### config.mk
export PLATFORM = sky130hd
export DESIGN_NAME = quota_table_ctrl
export DESIGN_NICKNAME = d
export VERILOG_FILES = /design/src/rtl/charging_pkg.sv /design/src/rtl/quota_debit.sv /design/src/rtl/quota_table_ctrl.sv
export SDC_FILE = /design/constraint.sdc
export NUM_CORES = 2
export LEC_CHECK = 0
export CAP_MARGIN = 5
export CORE_UTILIZATION = 30
export DETAILED_ROUTE_END_ITERATION = 8
export HOLD_SLACK_MARGIN = 0.1
export PLACE_DENSITY_LB_ADDON = 0.3
export REMOVE_ABC_BUFFERS = 1
export SETUP_SLACK_MARGIN = 0.2
export SLEW_MARGIN = 25
export SYNTH_ARGS = -nofsm -noshare
export SYNTH_HDL_FRONTEND = slang
export SYNTH_SLANG_ARGS = --single-unit
### constraint.sdc
create_clock -name asclk -period 9 [get_ports asclk]
set_input_delay 1.35 -clock asclk [delete_from_list [all_inputs] [get_ports asclk]]
set_output_delay 1.35 -clock asclk [all_outputs]
set_load 0.05 [all_outputs]
### src/rtl/charging_pkg.sv
// Shared types and constants for the charging table: policy codes, host field
// codes, counter-mask bit positions, FSM states and table power-up defaults.
package charging_pkg;

    typedef logic [2:0] policy_t;

    localparam policy_t POL_DROP = 3'd1;
    localparam policy_t POL_STH  = 3'd2;
    localparam policy_t POL_FWD  = 3'd4;

    // Host field codes; 0..5 follow the counter mask order
    localparam logic [2:0] FLD_QTOT  = 3'd0;
    localparam logic [2:0] FLD_QUL   = 3'd1;
    localparam logic [2:0] FLD_QDL   = 3'd2;
    localparam logic [2:0] FLD_TTOT  = 3'd3;
    localparam logic [2:0] FLD_TUL   = 3'd4;
    localparam logic [2:0] FLD_TDL   = 3'd5;
    localparam logic [2:0] FLD_QFLAG = 3'd6;
    localparam logic [2:0] FLD_TFLAG = 3'd7;

    // Counter index inside a table row == bit position in pkt_mask
    localparam int MSK_QTOT = 0;
    localparam int MSK_QUL  = 1;
    localparam int MSK_QDL  = 2;
    localparam int MSK_TTOT = 3;
    localparam int MSK_TUL  = 4;
    localparam int MSK_TDL  = 5;
    localparam int NUM_CNT  = 6;

    localparam longint unsigned INIT_QTOT = 64'd102400;
    localparam longint unsigned INIT_QUL  = 64'd71680;
    localparam longint unsigned INIT_QDL  = 64'd30720;
    localparam longint unsigned INIT_TTOT = 64'd81920;
    localparam longint unsigned INIT_TUL  = 64'd51200;
    localparam longint unsigned INIT_TDL  = 64'd30720;
    localparam logic [3:0]      INIT_QFLAG = 4'b0011;
    localparam logic [3:0]      INIT_TFLAG = 4'b1011;

    typedef enum logic {ST_INIT, ST_RUN} state_t;

    // Default value loaded into counter k of every row during initialisation
    function automatic longint unsigned init_cnt(input int k);
        case (k)
            MSK_QTOT: return INIT_QTOT;
            MSK_QUL:  return INIT_QUL;
            MSK_QDL:  return INIT_QDL;
            MSK_TTOT: return INIT_TTOT;
            MSK_TUL:  return INIT_TUL;
            default:  return INIT_TDL;
        endcase
    endfunction

endpackage

### src/rtl/quota_debit.sv
// Single usage-counter debit: subtracts the packet length from a selected
// counter, clamping at zero and flagging the shortfall as an exceed.
module quota_debit #(
    parameter int CNT_W = 48
) (
    input  logic [CNT_W-1:0] cnt,
    input  logic [CNT_W-1:0] len,
    input  logic             sel,
    output logic [CNT_W-1:0] new_cnt,
    output logic             exceed
);

    // Clamp to zero on underflow; an exact hit on zero is not an exceed
    always_comb begin
        new_cnt = cnt;
        exceed  = 1'b0;
        if (sel) begin
            if (cnt < len) begin
                new_cnt = '0;
                exceed  = 1'b1;
            end else begin
                new_cnt = cnt - len;
            end
        end
    end

endmodule

### src/rtl/quota_table_ctrl.sv
// Charging table controller: initialises the per-ID table, arbitrates between
// packet debits and host config accesses (one per cycle, host starvation
// bounded), performs read/debit/write-back in one stage and registers the
// packet policy or host read data one cycle later.
// Optional build macro: QUOTA_STATS_EN adds 32-bit per-policy packet/byte
// statistics on the stats port; without it stats is tied to zero.
module quota_table_ctrl
    import charging_pkg::*;
#(
    parameter int NUM_IDS         = 4,
    parameter int ID_W            = 14,
    parameter int CNT_W           = 48,
    parameter int LEN_W           = 16,
    parameter int HOST_STARVE_MAX = 4
) (
    input  logic             asclk,
    input  logic             areset,
    input  logic             pkt_vld,
    output logic             pkt_rdy,
    input  logic [ID_W-1:0]  pkt_id,
    input  logic [LEN_W-1:0] pkt_len,
    input  logic             pkt_ul,
    input  logic             pkt_en,
    input  logic [5:0]       pkt_mask,
    input  logic             cfg_vld,
    output logic             cfg_rdy,
    input  logic             cfg_wr,
    input  logic [ID_W-1:0]  cfg_id,
    input  logic [2:0]       cfg_field,
    input  logic [CNT_W-1:0] cfg_wdata,
    output logic             cfg_rvld,
    output logic [CNT_W-1:0] cfg_rdata,
    output logic             res_vld,
    output logic [2:0]       res_policy,
    output logic [ID_W-1:0]  res_id,
    output logic             init_done,
    output logic [191:0]     stats
);

    localparam int IDX_W = (NUM_IDS > 1) ? $clog2(NUM_IDS) : 1;
    localparam int SC_W  = (HOST_STARVE_MAX > 0) ? $clog2(HOST_STARVE_MAX + 1) : 1;

    function automatic logic [SC_W-1:0] sat_inc(input logic [SC_W-1:0] v);
        return (v == SC_W'(HOST_STARVE_MAX)) ? v : v + SC_W'(1);
    endfunction

    function automatic policy_t pol_min(input policy_t a, input policy_t b);
        return (a < b) ? a : b;
    endfunction

    // Uplink counters only debit uplink packets, downlink likewise; totals always
    function automatic logic dir_ok(input int k, input logic ul);
        case (k)
            MSK_QUL, MSK_TUL: return ul;
            MSK_QDL, MSK_TDL: return ~ul;
            default:          return 1'b1;
        endcase
    endfunction

    state_t           state;
    logic [IDX_W-1:0] init_idx;
    logic [SC_W-1:0]  starve_cnt;
    logic             starve, run, pkt_go, cfg_go;

    logic [CNT_W-1:0] cnt_tbl   [NUM_IDS][NUM_CNT];
    logic [3:0]       qflag_tbl [NUM_IDS];
    logic [3:0]       tflag_tbl [NUM_IDS];

    logic             vld_p1, is_cfg_p1, in_range_p1, wr_p1, ul_p1, en_p1;
    logic [ID_W-1:0]  id_p1;
    logic [LEN_W-1:0] len_p1;
    logic [5:0]       mask_p1;
    logic [2:0]       field_p1;
    logic [CNT_W-1:0] wdata_p1;

    logic [IDX_W-1:0] idx_p1;
    logic             pkt_upd_p1;
    logic [CNT_W-1:0] len_ext_p1;
    logic [CNT_W-1:0] cur_p1  [NUM_CNT];
    logic [CNT_W-1:0] next_p1 [NUM_CNT];
    logic [5:0]       sel_p1, exceed_p1;
    policy_t          quo_p1, thr_p1, pol_p1;
    logic [CNT_W-1:0] rd_p1;

    assign run     = (state == ST_RUN) & ~areset;
    assign starve  = (starve_cnt == SC_W'(HOST_STARVE_MAX));
    assign pkt_rdy = run & ~(cfg_vld & starve);
    assign cfg_rdy = run & (~pkt_vld | starve);
    assign pkt_go  = pkt_vld & pkt_rdy;
    assign cfg_go  = cfg_vld & cfg_rdy;

    // Control FSM: walk the table once after reset, then run arbitration bookkeeping
    always_ff @(posedge asclk) begin
        if (areset) begin
            state      <= ST_INIT;
            init_idx   <= '0;
            init_done  <= 1'b0;
            starve_cnt <= '0;
        end else begin
            case (state)
                ST_INIT: begin
                    if (init_idx == IDX_W'(NUM_IDS - 1)) begin
                        state     <= ST_RUN;
                        init_done <= 1'b1;
                    end else begin
                        init_idx <= init_idx + IDX_W'(1);
                    end
                end
                ST_RUN: begin
                    if (cfg_go || !cfg_vld) starve_cnt <= '0;
                    else if (pkt_go)        starve_cnt <= sat_inc(starve_cnt);
                end
            endcase
        end
    end

    // Stage p0 -> p1: valid of the granted access
    always_ff @(posedge asclk) begin
        if (areset) vld_p1 <= 1'b0;
        else        vld_p1 <= pkt_go | cfg_go;
    end

    // Stage p0 -> p1: request fields of whichever side was granted
    always_ff @(posedge asclk) begin
        if (pkt_go || cfg_go) begin
            is_cfg_p1   <= cfg_go;
            id_p1       <= cfg_go ? cfg_id : pkt_id;
            in_range_p1 <= (cfg_go ? cfg_id : pkt_id) < ID_W'(NUM_IDS);
            len_p1      <= pkt_len;
            ul_p1       <= pkt_ul;
            en_p1       <= pkt_en;
            mask_p1     <= pkt_mask;
            wr_p1       <= cfg_wr;
            field_p1    <= cfg_field;
            wdata_p1    <= cfg_wdata;
        end
    end

    assign idx_p1     = id_p1[IDX_W-1:0];
    assign len_ext_p1 = CNT_W'(len_p1);
    assign pkt_upd_p1 = vld_p1 & ~is_cfg_p1 & in_range_p1 & en_p1;

    // Stage p1: row read and per-counter selection
    always_comb begin
        for (int k = 0; k < NUM_CNT; k++) begin
            cur_p1[k] = cnt_tbl[idx_p1][k];
            sel_p1[k] = pkt_upd_p1 & mask_p1[k] & dir_ok(k, ul_p1);
        end
    end

    for (genvar k = 0; k < NUM_CNT; k++) begin : g_debit
        quota_debit #(.CNT_W(CNT_W)) u_debit (
            .cnt     (cur_p1[k]),
            .len     (len_ext_p1),
            .sel     (sel_p1[k]),
            .new_cnt (next_p1[k]),
            .exceed  (exceed_p1[k])
        );
    end

    // Stage p1: policy resolution and host read mux
    always_comb begin
        quo_p1 = POL_FWD;
        thr_p1 = POL_FWD;
        if (|exceed_p1[2:0]) quo_p1 = qflag_tbl[idx_p1][3] ? POL_STH : POL_DROP;
        if (|exceed_p1[5:3]) thr_p1 = tflag_tbl[idx_p1][3] ? POL_STH : POL_DROP;
        pol_p1 = pol_min(quo_p1, thr_p1);
        rd_p1 = '0;
        if (in_range_p1) begin
            case (field_p1)
                FLD_QFLAG: rd_p1 = CNT_W'(qflag_tbl[idx_p1]);
                FLD_TFLAG: rd_p1 = CNT_W'(tflag_tbl[idx_p1]);
                default:   rd_p1 = cur_p1[field_p1];
            endcase
        end
    end

    // Table storage: defaults during INIT, otherwise p1 write-back
    always_ff @(posedge asclk) begin
        if (state == ST_INIT) begin
            for (int k = 0; k < NUM_CNT; k++) cnt_tbl[init_idx][k] <= CNT_W'(init_cnt(k));
            qflag_tbl[init_idx] <= INIT_QFLAG;
            tflag_tbl[init_idx] <= INIT_TFLAG;
        end else if (!areset) begin
            if (pkt_upd_p1) begin
                for (int k = 0; k < NUM_CNT; k++) cnt_tbl[idx_p1][k] <= next_p1[k];
            end else if (vld_p1 && is_cfg_p1 && wr_p1 && in_range_p1) begin
                case (field_p1)
                    FLD_QFLAG: qflag_tbl[idx_p1] <= wdata_p1[3:0];
                    FLD_TFLAG: tflag_tbl[idx_p1] <= wdata_p1[3:0];
                    default:   cnt_tbl[idx_p1][field_p1] <= wdata_p1;
                endcase
            end
        end
    end

    // Stage p1 -> p2: registered packet result and host read response
    always_ff @(posedge asclk) begin
        if (areset) begin
            res_vld    <= 1'b0;
            res_policy <= '0;
            res_id     <= '0;
            cfg_rvld   <= 1'b0;
            cfg_rdata  <= '0;
        end else begin
            res_vld  <= vld_p1 & ~is_cfg_p1;
            cfg_rvld <= vld_p1 & is_cfg_p1 & ~wr_p1;
            if (vld_p1 && !is_cfg_p1) begin
                res_policy <= pol_p1;
                res_id     <= id_p1;
            end
            if (vld_p1 && is_cfg_p1 && !wr_p1) cfg_rdata <= rd_p1;
        end
    end

`ifdef QUOTA_STATS_EN
    logic [LEN_W-1:0] len_p2;
    logic [31:0]      fwd_bytes, sth_bytes, drop_bytes, fwd_cnt, sth_cnt, drop_cnt;

    // Stage p1 -> p2: length travels with the result for byte accounting
    always_ff @(posedge asclk) begin
        if (vld_p1 && !is_cfg_p1) len_p2 <= len_p1;
    end

    // Policy statistics, wrapping modulo 2^32
    always_ff @(posedge asclk) begin
        if (areset) begin
            fwd_bytes  <= '0;
            sth_bytes  <= '0;
            drop_bytes <= '0;
            fwd_cnt    <= '0;
            sth_cnt    <= '0;
            drop_cnt   <= '0;
        end else if (res_vld) begin
            case (res_policy)
                POL_DROP: begin
                    drop_cnt   <= drop_cnt + 32'd1;
                    drop_bytes <= drop_bytes + 32'(len_p2);
                end
                POL_STH: begin
                    sth_cnt   <= sth_cnt + 32'd1;
                    sth_bytes <= sth_bytes + 32'(len_p2);
                end
                default: begin
                    fwd_cnt   <= fwd_cnt + 32'd1;
                    fwd_bytes <= fwd_bytes + 32'(len_p2);
                end
            endcase
        end
    end

    assign stats = {fwd_bytes, sth_bytes, drop_bytes, fwd_cnt, sth_cnt, drop_cnt};
`else
    assign stats = '0;
`endif

endmodule

After elaboration in Yosys (flattened, before gate mapping)
Memories as Yosys holds them, arrays and structs flattened. A register that Yosys moved wholly into a read port is not among the register bits. Index checks and enable logic that the tools add are counted.

Flip-flop bits (word level): 167. Memory bits (writable): 1184. Input bits: 108. Word-level logic and storage cells: 757. Memories: 3.

Memories: cnt_tbl (depth 4, bits a word 288, read ports 1, clocked after memory_dff 1, wr ports 1, RTL line quota_table_ctrl.sv:65) `logic [CNT_W-1:0] cnt_tbl [NUM_IDS][NUM_CNT];`; qflag_tbl (depth 4, bits a word 4, read ports 1, clocked after memory_dff 1, wr ports 1, RTL line quota_table_ctrl.sv:66) `logic [3:0] qflag_tbl [NUM_IDS];`; tflag_tbl (depth 4, bits a word 4, read ports 1, clocked after memory_dff 1, wr ports 1, RTL line quota_table_ctrl.sv:67) `logic [3:0] tflag_tbl [NUM_IDS];`.

$add $sub $neg: 8. $lt $le $gt $ge: 10. Eq/ne operators: 5. Muxes and demuxes: 370. Bitwise gates (word level): 320. Reduce and logical (&&, ||, !) cells: 21.

Operator list (count): 48-bit 2-to-1 mux (21); 288-bit 2-to-1 mux (3); 1-bit 2-to-1 mux (326); 1-bit OR (290); 48-bit by 16-bit < comparator with 1-bit output (6); 288-bit OR reduction (1); 48-bit by 16-bit subtractor with 48-bit output (6); 48-bit binary-select mux with 3-bit select (1); 48-bit demux with 3-bit select (1); 48-bit one-hot mux with 2 select lines (1); 1-bit bitwise AND (21); 3-bit 2-to-1 mux (6); 2-bit 2-to-1 mux (8); 14-bit by 3-bit < comparator with 1-bit output (second input constant) (1); 14-bit 2-to-1 mux (1); 3-bit equality test (second input constant) (3); 4-bit 2-to-1 mux (2); 1-bit NOT (8); 4-bit OR reduction (2); 1-bit logical AND (6); 3-bit OR reduction (2); 4-bit >= comparator (second input constant) (1); 4-bit by 1-bit < comparator with 1-bit output (second input constant) (1); 3-bit NOT with 4-bit output (1); other kinds (11) (15).

Longest topological paths before layout
Word-level depth: 11. Gate-level depth with buffers: 30. Depth with buffers taken out: 20.

Cells and area by module
From an unflattened synthesis, not the netlist that was laid out.

Cell total of the unflattened synthesis: 6917. Area, all modules: 78386.4 µm².

Modules (own cells, without submodules): quota_table_ctrl (instances 1, cells an instance 3536, area an instance 56450.4 µm²); quota_debit (g_debit[3].u_debit ...) (instances 3, cells an instance 554, area an instance 3677.3 µm²); quota_debit (g_debit[0].u_debit ...) (instances 3, cells an instance 573, area an instance 3634.7 µm²).

Worst setup path before layout
OpenSTA, ideal clock, no wires.

Path type: register to register. Start point: register (tool-made name). End point: register res_policy[0]. Arrival: 6355 ps. Data required time: 8897 ps. Path slack: 2542 ps. Stages on the path, launching flop included: 26. Clock period less this slack: 6458 ps. Cell sequence: dfxtp_1 -> buf_6 -> buf_6 -> buf_6 -> buf_4 -> buf_4 -> buf_2 -> buf_2 -> buf_2 -> buf_2 -> buf_2 -> mux4_2 -> ha_1 -> nand3_1 -> a21boi_0 -> a211oi_1 -> o31ai_1 -> a21o_1 -> clkbuf_1 -> nor4_4 -> nor3_1 -> inv_1 -> ha_1 -> a21oi_1 -> a21oi_1 -> a2111oi_2.

RTL lines: end signal, assigned (RTL line quota_table_ctrl.sv:209) `res_policy <= pol_p1;`; end, declared (RTL line quota_table_ctrl.sv:34) `output logic [2:0] res_policy,`.

==> flow_summary.toml <==
[synth]
yosysMostFrequentCell = "edfxtp_1"
synthFlopType = "edfxtp_1"
synth_area_leaders = "edfxtp_1 59%, mux4_2 10%, dfxtp_1 2.4%"
ys_seq_area_share_pct = 61.1
yosysWarnings = 0
netlist_area_sq_mm = 0.0652
synth_edf_count = 1276
ys_ff_latch = 1353
synthTopCellsByCount = "1,276 x edfxtp_1, 383 x nand2_1, 316 x nor2_1"
yosysTopAreaCellShare_pct = 58.7
yosys.area.top_type = "edfxtp_1"
syn_area_per_cell_sq_um = 13.9
ys_types = 89
postSynthCellCount = 4678
postSynth.asyncResetShare_pct = 0

[setup_path]
crit_required_ns = 9.71
arrival_ns = 7.23
cp_top_family = "compound AO/OA/AOI/OAI gates"
slowest_stage = "nor2b_1"
path_cells = "buf_4 -> mux4_2 -> inv_1 -> ha_1 -> inv_1 -> fa_1 -> a211oi_1 -> o21ai_0 -> a21oi_1 -> nor4_1 -> or3_1 -> nor2b_1 -> nor3_1 -> inv_1 -> ha_1 -> a21oi_1 -> a21oi_1 -> a2111oi_2"
slowest_delay_ns = 0.80
cp-end-kind = "flop"
cp_max_fo = 29
crit_type = "reg2reg"
critPathLaunchType = "flop"
path_buf_inv = 4

[floorplanning]
fp.dieW_um = 468
io_pins = 370
rows = 170
die_area_sq_mm = 0.219
core_sq_mm = 0.215
die_h_um = 468
start_util_pct = 30.3

[run_status]
status = "complete, no violations"

[timing]
rsz0062_at_grt = "false"
setup_violations = 0
slew_headroom_pct = 24.1
clock_skew_ns = 0.0481
min_period_ns = 6.52
finalMaxSlewViolations = 0
hold_viol_final = 0
layout_setup_ws_ns = 2.48
tightest_slew_ns = 1.13
period_share_pct = 72.4
timing.setup.tns_ns = 0
fmax_mhz = 153

[place]
io_buffers = 177
dp_slack_ns = 2.37
gp_congestion = 0.928
hpwlAfterDp_um = 148000

[clock_tree]
clkTransAtPathRegs_ns = 0.06
cts_buffers = 150
cts_root_buf = "clkbuf_16"
cts_hold_buffers = 0
insertion_delay_ns = 0.82
cts.sinks = 1353
htreeDepth = 4
cts_max_path_buffers = 3
post_cts_resized = 0
tritoncts = "yes"
post_cts_buffers = 0

[final_layout]
final_nets = 5075
drive_gt1_share_pct = 15.0
syn2layout_area_growth_pct = 15.0

[worst_hold_path]
worst_hold_path_type = "reg2reg"

[power_and_ir_drop]
p_switching_w = 0.00670
p_leak_nw = 24.4
peakVddDrop_uv = 195
pwr-share-comb_pct = 26.0
swShare_pct = 31.9
p_seq_share_pct = 43.9
power.internal_w = 0.0143
power_frac_clock_pct = 30.1
p_per_area_mw_per_mm2 = 280

[detailed_routing]
vias = 42217
via_per_inst = 5.40
drt-total-wl_um = 209000
antenna_left = 0
drtIter0Drc = 4945
wl_per_cell_um = 26.7
drc_errors = 0
drtPass1Iterations = 6

[global_route]
grt_use_total_pct = 18.7
overflow = 0
grt_pass1_vias = 40594
antenna_found_initial = 10
grt_pass1_wl_um = 296000
grt_max_degree = 91

[job]
drv_cap = 0
path summary, 6_finish.rpt:
kind / to / slack (ns) / cells after the start / startpoint
max: res_policy[0] / 2.48 / 18 / flop
min: cfg_rdata[18] / 0.45 / 2 / cfg_rdata[18]
max reg2reg: res_policy[0] / 2.48 / 18 / flop
min reg2reg: cfg_rdata[18] / 0.45 / 2 / cfg_rdata[18]
area by class of cell:
cell class	count	area, sq um
Multi-Input combinational cell	3012	23700
Clock inverter	86	1050
Sequential cell	1353	39900
Timing Repair Buffer	276	2590
Clock buffer	190	4040
Inverter	67	251
Tap cell	2838	3550
Fill cell	20661	140000
Antenna cell	1	2.50
routing by layer:
metal / global-route usage, % / share of wire (%)
met5: 0 / 0
met4: 7.36 / 3.9
met3: 3.47 / 8.8
met2: 28.9 / 45
met1: 26.1 / 42
per-stage QoR:
step                utilization, %  cells  cell area (sq um)  total power [W]  hold slack (ns)
floorplan                        -   4432              63500           0.0130            0.471
global route                  34.8   7822              75000           0.0219            0.467
finish                        34.8   7823              75000           0.0210            0.453
CTS                           34.8   7821              75000           0.0211            0.456
global placement              32.5   7543              69900           0.0147            0.443
detailed placement            32.5   7545              69900           0.0148            0.447
power by group through the flow:
stage	Combinational (W)	Sequential, W	Clock [W]
3_3_place_gp	0.00542	0.00929	0
5_1_grt	0.00584	0.00936	0.00667
3_5_place_dp	0.00543	0.00937	0
4_1_cts	0.00546	0.00924	0.00644
6_report	0.00548	0.00923	0.00634
2_1_floorplan	0.00365	0.00936	0
placed cells by master (no fill, tap or decap), types with 95 or more instances in the layout:
cell type	count
nor3_1	96
edfxtp_1	1276
xor2_1	99
nor2_1	286
ha_1	101
a21oi_1	217
mux4_2	302
clkdlybuf4s50_1	176
o211ai_1	95
xnor2_1	120
clkbuf_16	153
mux2i_1	103
nand2_1	383
o21ai_0	240
conb_1	192
sequential cells by signal, summed over array words and instances (netlist names), 2 cells and up, named ones only:
register and cells:
cfg_rdata 48, len_p1 16, qflag_tbl 16, wdata_p1 48, init_idx 2, tflag_tbl 16
res_id 14, starve_cnt 3, id_p1 14, field_p1 3, cnt_tbl 1152, mask_p1 6
res_policy 3
worst min-delay path, delay by kind of cell (launching register included):
| family | cells | cell delay (ns) |
|---|---|---|
| AOI/OAI and AO/OA | 1 | 0.05 |
| and+or+nand+nor | 1 | 0.05 |
| DFF | 1 | 0.30 |
kinds of logic after synthesis:
logic type      after synthesis  share of synthesized area (%)
flops                      1353                           61.1
mux                         422                           12.3
fa+ha+maj                   107                           2.12
buf+inv                     504                           4.22
simple gates               1146                           8.34
other cells                   1                        0.00575
compound gates              926                           8.99
xor+xnor                    219                           2.94
No activity file was read; power rests on OpenSTA's default activity.
